$ cat src/rtl/ibex_data_sram_adapter.sv
// Bridges the LSU data-bus req/gnt/rvalid protocol to a fixed-latency, arbitrated single-port SRAM.
// Optional macro IBEX_DSRAM_RDATA_REG_EN registers the response path (one extra cycle of load latency).
module ibex_data_sram_adapter #(
    parameter logic [31:0] AddrBase       = 32'h0001_0000,
    parameter int unsigned MemDepthWords  = 1024,
    parameter int unsigned SramLatency    = 1,
    parameter int unsigned MaxOutstanding = 2
) (
    input  logic                             clk_i,
    input  logic                             rst_i,
    input  logic                             data_req_i,
    output logic                             data_gnt_o,
    output logic                             data_rvalid_o,
    output logic                             data_err_o,
    input  logic [31:0]                      data_addr_i,
    input  logic                             data_we_i,
    input  logic [3:0]                       data_be_i,
    input  logic [31:0]                      data_wdata_i,
    output logic [31:0]                      data_rdata_o,
    output logic                             sram_req_o,
    input  logic                             sram_gnt_i,
    output logic                             sram_we_o,
    output logic [$clog2(MemDepthWords)-1:0] sram_addr_o,
    output logic [31:0]                      sram_wmask_o,
    output logic [31:0]                      sram_wdata_o,
    input  logic [31:0]                      sram_rdata_i,
    output logic                             busy_o,
    output logic [15:0]                      stall_cnt_o
);

    localparam int unsigned AW    = $clog2(MemDepthWords);
    localparam int unsigned CW    = $clog2(MaxOutstanding + 1);
    localparam logic [32:0] WinLo = {1'b0, AddrBase};
    localparam logic [32:0] WinHi = WinLo + 33'(4 * MemDepthWords);

    typedef struct packed {
        logic valid;
        logic err;
        logic we;
    } token_t;

    token_t        pipe_q [SramLatency];
    token_t        token_in;
    token_t        token_out;
    logic [CW-1:0] cnt_q;
    logic [15:0]   stall_q;
    logic          in_range;
    logic          can_issue;
    logic          resp_valid;
    logic [31:0]   offset;
    logic          unused_offset;

    // Request path: range decode and outstanding cap, fully combinational.
    assign in_range  = ({1'b0, data_addr_i} >= WinLo) && ({1'b0, data_addr_i} < WinHi);
    assign offset    = data_addr_i - AddrBase;
    assign can_issue = !rst_i && (cnt_q < CW'(MaxOutstanding));

    assign sram_req_o    = data_req_i && in_range && can_issue;
    assign data_gnt_o    = data_req_i && can_issue && (in_range ? sram_gnt_i : 1'b1);
    assign sram_addr_o   = offset[2 +: AW];
    assign sram_we_o     = data_we_i;
    assign sram_wdata_o  = data_wdata_i;
    assign sram_wmask_o  = {{8{data_be_i[3]}}, {8{data_be_i[2]}},
                            {8{data_be_i[1]}}, {8{data_be_i[0]}}};
    assign unused_offset = ^{offset[1:0], offset[31:AW+2]};

    assign token_in  = '{valid: data_gnt_o, err: !in_range, we: data_we_i};
    assign token_out = pipe_q[SramLatency-1];

    // Tracking pipeline mirrors the SRAM latency so error and good responses stay in order.
    always_ff @(posedge clk_i) begin
        if (rst_i) begin
            for (int i = 0; i < int'(SramLatency); i++) begin
                pipe_q[i] <= '0;
            end
        end else begin
            pipe_q[0] <= token_in;
            for (int i = 1; i < int'(SramLatency); i++) begin
                pipe_q[i] <= pipe_q[i-1];
            end
        end
    end

`ifdef IBEX_DSRAM_RDATA_REG_EN
    logic        rvalid_q;
    logic        rerr_q;
    logic [31:0] rdata_q;

    always_ff @(posedge clk_i) begin
        if (rst_i) begin
            rvalid_q <= 1'b0;
            rerr_q   <= 1'b0;
            rdata_q  <= '0;
        end else begin
            rvalid_q <= token_out.valid;
            rerr_q   <= token_out.valid && token_out.err;
            rdata_q  <= (token_out.valid && !token_out.err && !token_out.we) ? sram_rdata_i : '0;
        end
    end

    assign resp_valid   = rvalid_q;
    assign data_err_o   = rerr_q;
    assign data_rdata_o = rdata_q;
`else
    // Reset drops a token that would otherwise exit during the reset cycle.
    assign resp_valid   = token_out.valid && !rst_i;
    assign data_err_o   = resp_valid && token_out.err;
    assign data_rdata_o = (resp_valid && !token_out.err && !token_out.we) ? sram_rdata_i : '0;
`endif

    assign data_rvalid_o = resp_valid;

    always_ff @(posedge clk_i) begin
        if (rst_i) begin
            cnt_q <= '0;
        end else if (data_gnt_o && !resp_valid) begin
            cnt_q <= cnt_q + CW'(1);
        end else if (!data_gnt_o && resp_valid) begin
            cnt_q <= cnt_q - CW'(1);
        end
    end

    always_ff @(posedge clk_i) begin
        if (rst_i) begin
            stall_q <= '0;
        end else if (data_req_i && !data_gnt_o && (stall_q != 16'hFFFF)) begin
            stall_q <= stall_q + 16'd1;
        end
    end

    assign busy_o      = (cnt_q != '0);
    assign stall_cnt_o = stall_q;

endmodule

$ cat config.mk
export PLATFORM = sky130hd
export DESIGN_NAME = ibex_data_sram_adapter
export DESIGN_NICKNAME = d
export VERILOG_FILES = /design/src/rtl/ibex_data_sram_adapter.sv
export SDC_FILE = /design/constraint.sdc
export NUM_CORES = 1
export LEC_CHECK = 0
export CORE_AREA = 2 2 89 91
export CTS_BUF_LIST = sky130_fd_sc_hd__clkbuf_4
export CTS_CLUSTER_SIZE = 8
export DETAILED_ROUTE_END_ITERATION = 6
export DIE_AREA = 0 0 91 93
export PLACE_DENSITY = 0.91
export SYNTH_ARGS = -nofsm -noshare
export SYNTH_HDL_FRONTEND = slang
export SYNTH_SLANG_ARGS = --single-unit
$ cat constraint.sdc
create_clock -name clk_i -period 4.05 [get_ports clk_i]
set_input_delay 0.405 -clock clk_i [delete_from_list [all_inputs] [get_ports clk_i]]
set_output_delay 0.405 -clock clk_i [all_outputs]
set_load 0.03 [all_outputs]
-- After elaboration in Yosys (flattened, before gate mapping)
Memory sizes are Yosys's and may differ from the RTL's.
Index checks and enable logic that the tools add are counted.
- register bits: 18
- RAM bits: 3
- input bits: 105
- output and inout port bits: 128
- logic and storage cells: 43
- memories: 1
- $add $sub $neg: 4
- $lt $le $gt $ge: 3
- eq/ne operators: 1
- mux-type cells: 9
- reductions and logical operators: 23
- memory list (memory ; depth ; width ; rd ports ; clocked after Yosys merged registers in ; wr ports ; line ; source):
    pipe_q ; 1 ; 3 ; 1 ; 0 ; 1 ; 42 ; token_t pipe_q [SramLatency];
- operators with widths (operator ; number):
    $ge 32x17->1 const B ; 1
    $lt 32x17->1 const B ; 1
    $mux 32 ; 1
    $add 16x1->16 const B ; 1
    $ne 16x16->1 const B ; 1
    $logic_and 1x1->1 ; 14
    $sub 12x1->12 const B ; 1
    $logic_not 1->1 ; 6
    $mux 1 ; 5
    $mux 2 ; 2
    $reduce_bool 2->1 ; 2
    $mux 3 ; 1
    $reduce_or 3->1 ; 1
    $add 2x1->2 const B ; 1
    $lt 2x2->1 const B ; 1
    $sub 2x1->2 const B ; 1

-- Longest topological paths before layout
- depth in word-level cells: 8
- depth in mapped cells: 7
- mapped depth without buffers: 7

-- Worst setup path before layout
No wires, ideal clock.
- kind: input port to flip-flop
- start: in data_addr_i[24]
- end: reg cnt_q[1]
- setup time: 0.070 ns
- data arrival time: 2.186 ns
- required time: 3.980 ns
- slack: 1.793 ns
- stages: 6
- path buffers: 0
- path through: or4b_4 nor2_1 a21oi_1 ha_1 or3_1 a21oi_1
- cells in the longest elaborated chain, start to end: 7
- elaborated cells on any way between the ends: 10
- classes of those cells: order compare: 2; mux: 2; reduce/logical: 6
- ends and longest elaborated chain (what ; line ; source):
    start, declared ; 15 ; input logic [31:0] data_addr_i,
    $ge 32x17->1 / $lt 32x17->1 (equally long branches) ; 54 ; assign in_range = ({1'b0, data_addr_i} >= WinLo) && ({1'b0, data_addr_i} < WinHi);
    $logic_and 1x1->1 (*) ; 54 ;
    $mux 1 (*) ; 59 ; assign data_gnt_o = data_req_i && can_issue && (in_range ? sram_gnt_i : 1'b1);
    $logic_and 1x1->1 (*) ; 59 ;
    named net data_gnt_o ; 12 ; output logic data_gnt_o,
    $logic_not 1->1 ; 118 ; end else if (!data_gnt_o && resp_valid) begin
    $logic_and 1x1->1 ; 118 ;
    $reduce_bool 2->1 (no line) ; -- ;
    end signal, assigned ; 117 ; cnt_q <= cnt_q + CW'(1);
    end signal, assigned ; 119 ; cnt_q <= cnt_q - CW'(1);
    end, declared ; 45 ; logic [CW-1:0] cnt_q;
Mark *: on every way through the listed nets, which the timed path passes. The rest lies on a longest branch.
A chain may end at the register's enable or synchronous reset.

-- Worst setup path in the final report
- start: in rst_i
- end: out data_rdata_o[11]
- cells in the longest elaborated chain, start to end: 5
- ends and longest elaborated chain (what ; line ; source):
    start, declared ; 10 ; input logic rst_i,
    $logic_not 1->1 ; 106 ; assign resp_valid = token_out.valid && !rst_i;
    $logic_and 1x1->1 ; 106 ;
    $logic_and 1x1->1 (2 in series) ; 108 ; assign data_rdata_o = (resp_valid && !token_out.err && !token_out.we) ? sram_rdata_i : '0;
    $mux 32 ; 108 ;
    end, declared ; 19 ; output logic [31:0] data_rdata_o,
No other way between the ends.

==> results.py <==
metrics = {
    "cells_and_area": {
        "fin_nets": 393,
        "utilization_of_the_core_after_routing": 0.351,
        "layout.cells.non_filler": 387,
        "final_layout_size_suffix_gt1_frac": 0.0596,
        "multi_input_comb_area_um2": 935,
        "n_antenna_cell": 0,
        "fillCellCount": 779,
        "final-seq-area_um2": 420,
        "layout.cell_area.non_filler_mm2": 0.00264,
        "area_delta_synth_final_pct": 34.3,
    },
    "worst_setup_path": {
        "crit_path_top_delay_cell": "clkdlybuf4s50_1",
        "worst_ep_arrival_time_ps": 2410,
        "crit_chain": "clkdlybuf4s50_1, inv_1, nand2_1, nor3_2, buf_4, and2_1, clkdlybuf4s50_1",
        "worst_ep_required_time_ps": 3640,
        "timing.critical_path.mode_cell": "clkdlybuf4s50_1",
        "worst_path_largest_cell_delay_ps": 680,
        "timing.reg2reg.setup_slack_ps": 1740,
        "reg2regPathDepth": 5,
        "crit-reg2reg-launch": "stall_cnt_o[6]",
        "critical_path.n_buffers_inverters": 4,
        "path_class": "in -> out",
        "timing.critical_path.fanout_max": 32,
        "worstSetupEndpointType": "primary output",
        "rr_endpoint": "stall_cnt_o[9]",
        "crit_family": "buffers and inverters",
        "critical_path.startpoint_type": "primary input",
    },
    "sta": {
        "tns_setup_ps": 0,
        "layout_setup_ws_ps": 1240,
        "worst-slew-pin-transition_ps": 999,
        "fmaxAchievable_mhz": 356,
        "finalMaxSlewViolations": 0,
        "report.final.setup_viol": 0,
        "slew-limit-headroom": 0.334,
        "period_needed_ps": 2810,
        "report.final.hold_viol_count": 0,
        "hold_slack_ps": 524,
        "unrepaired_setup_endpoints_after_global_routing": "no",
        "final_cycle_share": 0.694,
        "clock_skew_ps": 10.3,
    },
    "floorplan": {
        "die_w_um": 91,
        "die-area_mm2": 0.00846,
        "start_util": 0.261,
        "die_h_um": 93,
        "core_mm2": 0.00753,
        "io_pins": 233,
        "placement_rows": 32,
    },
    "clocking": {
        "tritoncts": "yes",
        "cts.root.buffer_cell": "clkbuf_4",
        "clock_pin_slew_on_the_worst_setup_and_hold_paths_ps": 130,
        "cts_sinks": 21,
        "htree_levels": 1,
        "clock_insertion_delay_worst_skew_ps": 300,
        "cts-hold-fix-buffers": 0,
        "cts.path.max_buffers": 2,
        "cts_inserted_buffers": 3,
        "cts-resized-gates": 0,
        "cts.repair_timing.setup_buffer_count": 0,
    },
    "power": {
        "intPower_mw": 0.334,
        "p_comb_frac": 0.311,
        "power_mw": 0.468,
        "power-per-cell-area_mw_per_mm2": 177,
        "max-vdd-ir-drop_mv": 0.0973,
        "p_leak_nw": 0.903,
        "power.switching_mw": 0.134,
        "swShare": 0.287,
        "share_clk_of_total_power": 0.219,
        "pwr-share-seq": 0.470,
    },
    "min_path": {
        "holdCritPathClass": "reg -> reg",
        "holdPathEnd": "stall_cnt_o[13]",
        "hold_depth": 2,
        "min-delay-start": "stall_cnt_o[13]",
    },
    "drt": {
        "route.detailed.vias_per_inst": 4.65,
        "met3_length_um": 419,
        "first_iter_violations": 76,
        "finalWirelength_mm": 5.19,
        "detail_route.drc_violations": 0,
        "metal_1_wl_mm": 1.82,
        "wl_met2_mm": 2.77,
        "route.detailed.wl_per_inst_um": 13.4,
        "dr.pass1.iters": 4,
        "via_count": 1799,
        "drtAntennaViolNets": 0,
        "top_layer": "met4",
    },
    "synth": {
        "synth_enable_flop_cells": 0,
        "mapped_nets": 359,
        "yosys.area.top_type_share": 0.286,
        "syn_inst": 252,
        "ys_ff_latch": 21,
        "synth.distinct_cells": 40,
        "syn_area_mm2": 0.00197,
        "synth_area_leader_cell": "buf_4",
        "ys_seq_area_frac": 0.214,
        "netlist_top_cells_area": "buf_4 29%, dfxtp_1 21%, and2_1 12%, nor4_1 3.2%, a21oi_1 3.1%",
        "syn-mean-instance-area_um2": 7.81,
        "synth-async-reset-ratio": 0,
        "synthesis.yosys.warnings": 0,
        "synth-main-ff-cell": "dfxtp_1",
    },
    "global_routing": {
        "gr-total-overflow": 0,
        "pin_count_of_the_biggest_net_entering_global_routing": 33,
        "grt_antenna_before_repair": 0,
        "grt_first_pass_wirelength_mm": 7.96,
        "grt_pass1_vias": 1724,
        "groute.usage.overall": 0.112,
    },
    "status": {
        "run_status": "finished, final reports clean",
    },
    "placed_design": {
        "numPortBuffers": 110,
        "placed_cells": 383,
        "placement.cell_area_mm2": 0.00261,
        "hpwl_mm": 4.25,
        "place.gp.congestion": 0.823,
        "dp_slack_ps": 1220,
    },
    "flow_run": {
        "maxCapViolCount": 0,
    },
}
[cell families after synthesis]
group / after synthesis / share of synthesized area
buffers and inverters: 87 / 0.314
flip-flops: 21 / 0.214
AND/OR/NAND/NOR: 105 / 0.324
adder cells (fa/ha/maj): 2 / 0.0127
XOR/XNOR: 2 / 0.00890
multiplexers: 4 / 0.0222
AO/OA/AOI/OAI: 31 / 0.104
[power groups by stage]
stage	Clock, mW	Combinational, mW	Sequential (mW)
after floorplan	0	0.196	0.226
after global placement	0	0.143	0.224
after detailed placement	0	0.146	0.224
after CTS	0.109	0.147	0.220
after global routing	0.118	0.156	0.221
final	0.103	0.145	0.220
[routing by layer]
metal,GRT usage,vias to the layer above
li1,-,869
met1,0.115,812
met2,0.218,91
met3,0.0161,27
met4,0.0619,0
met5,0,-
[worst max path at each step]
| stage | startpoint | end | slack, ps | cells past startpoint |
|---|---|---|---|---|
| after global routing | rst_i | data_rdata_o[11] | 1060 | 7 |
| after global placement | rst_i | data_rdata_o[11] | 1250 | 7 |
| after detailed placement | rst_i | data_rdata_o[11] | 1220 | 7 |
| after CTS | rst_i | data_rdata_o[11] | 1200 | 7 |
| final | rst_i | data_rdata_o[11] | 1240 | 7 |
| after floorplan | data_addr_i[24] | cnt_q[1] | 1790 | 6 |
[final cells by class]
cell class | count | share of cell area
clock buffer | 3 | 0.00852
clock inverter | 1 | 0.00284
inverter | 4 | 0.00568
multi-input combinational | 144 | 0.354
sequential | 21 | 0.159
tap | 102 | 0.0483
timing repair buffer | 112 | 0.422
[cells in the mapped netlist, types with 5 or more instances]
master    n
buf_4    75
and2_1   37
dfxtp_1  21
nand2_1  13
a21oi_1  12
nor4_1   10
nor2_1    8
o31ai_1   8
or4_1     7
nand3_1   5
nor2b_1   5
[registers in the layout (all words and copies together) (netlist names)]
| name | cells |
|---|---|
| pipe_q | 3 |
| stall_cnt_o | 16 |
| cnt_q | 2 |
[tightest hold or removal path, cell delays in order (launching register included)]
cell,delay [ps]
dfxtp_1,360
o31ai_1,70
a21oi_1,60
[cell usage in the layout, fill, tap and decap left out, drive strengths merged, types with 3 or more instances in the layout]
master and count:
dfxtp 21, nand3 5, nand2 13, nor3 3, clkbuf 3, or3 4
nor2b 5, nor2 8, inv 4, nor4 10, o21ai 3, and2 37
a21oi 13, o31ai 8, clkdlybuf4s50 110, and4 4, or4 7, mux2 3
(Power assumes the default switching activity.)
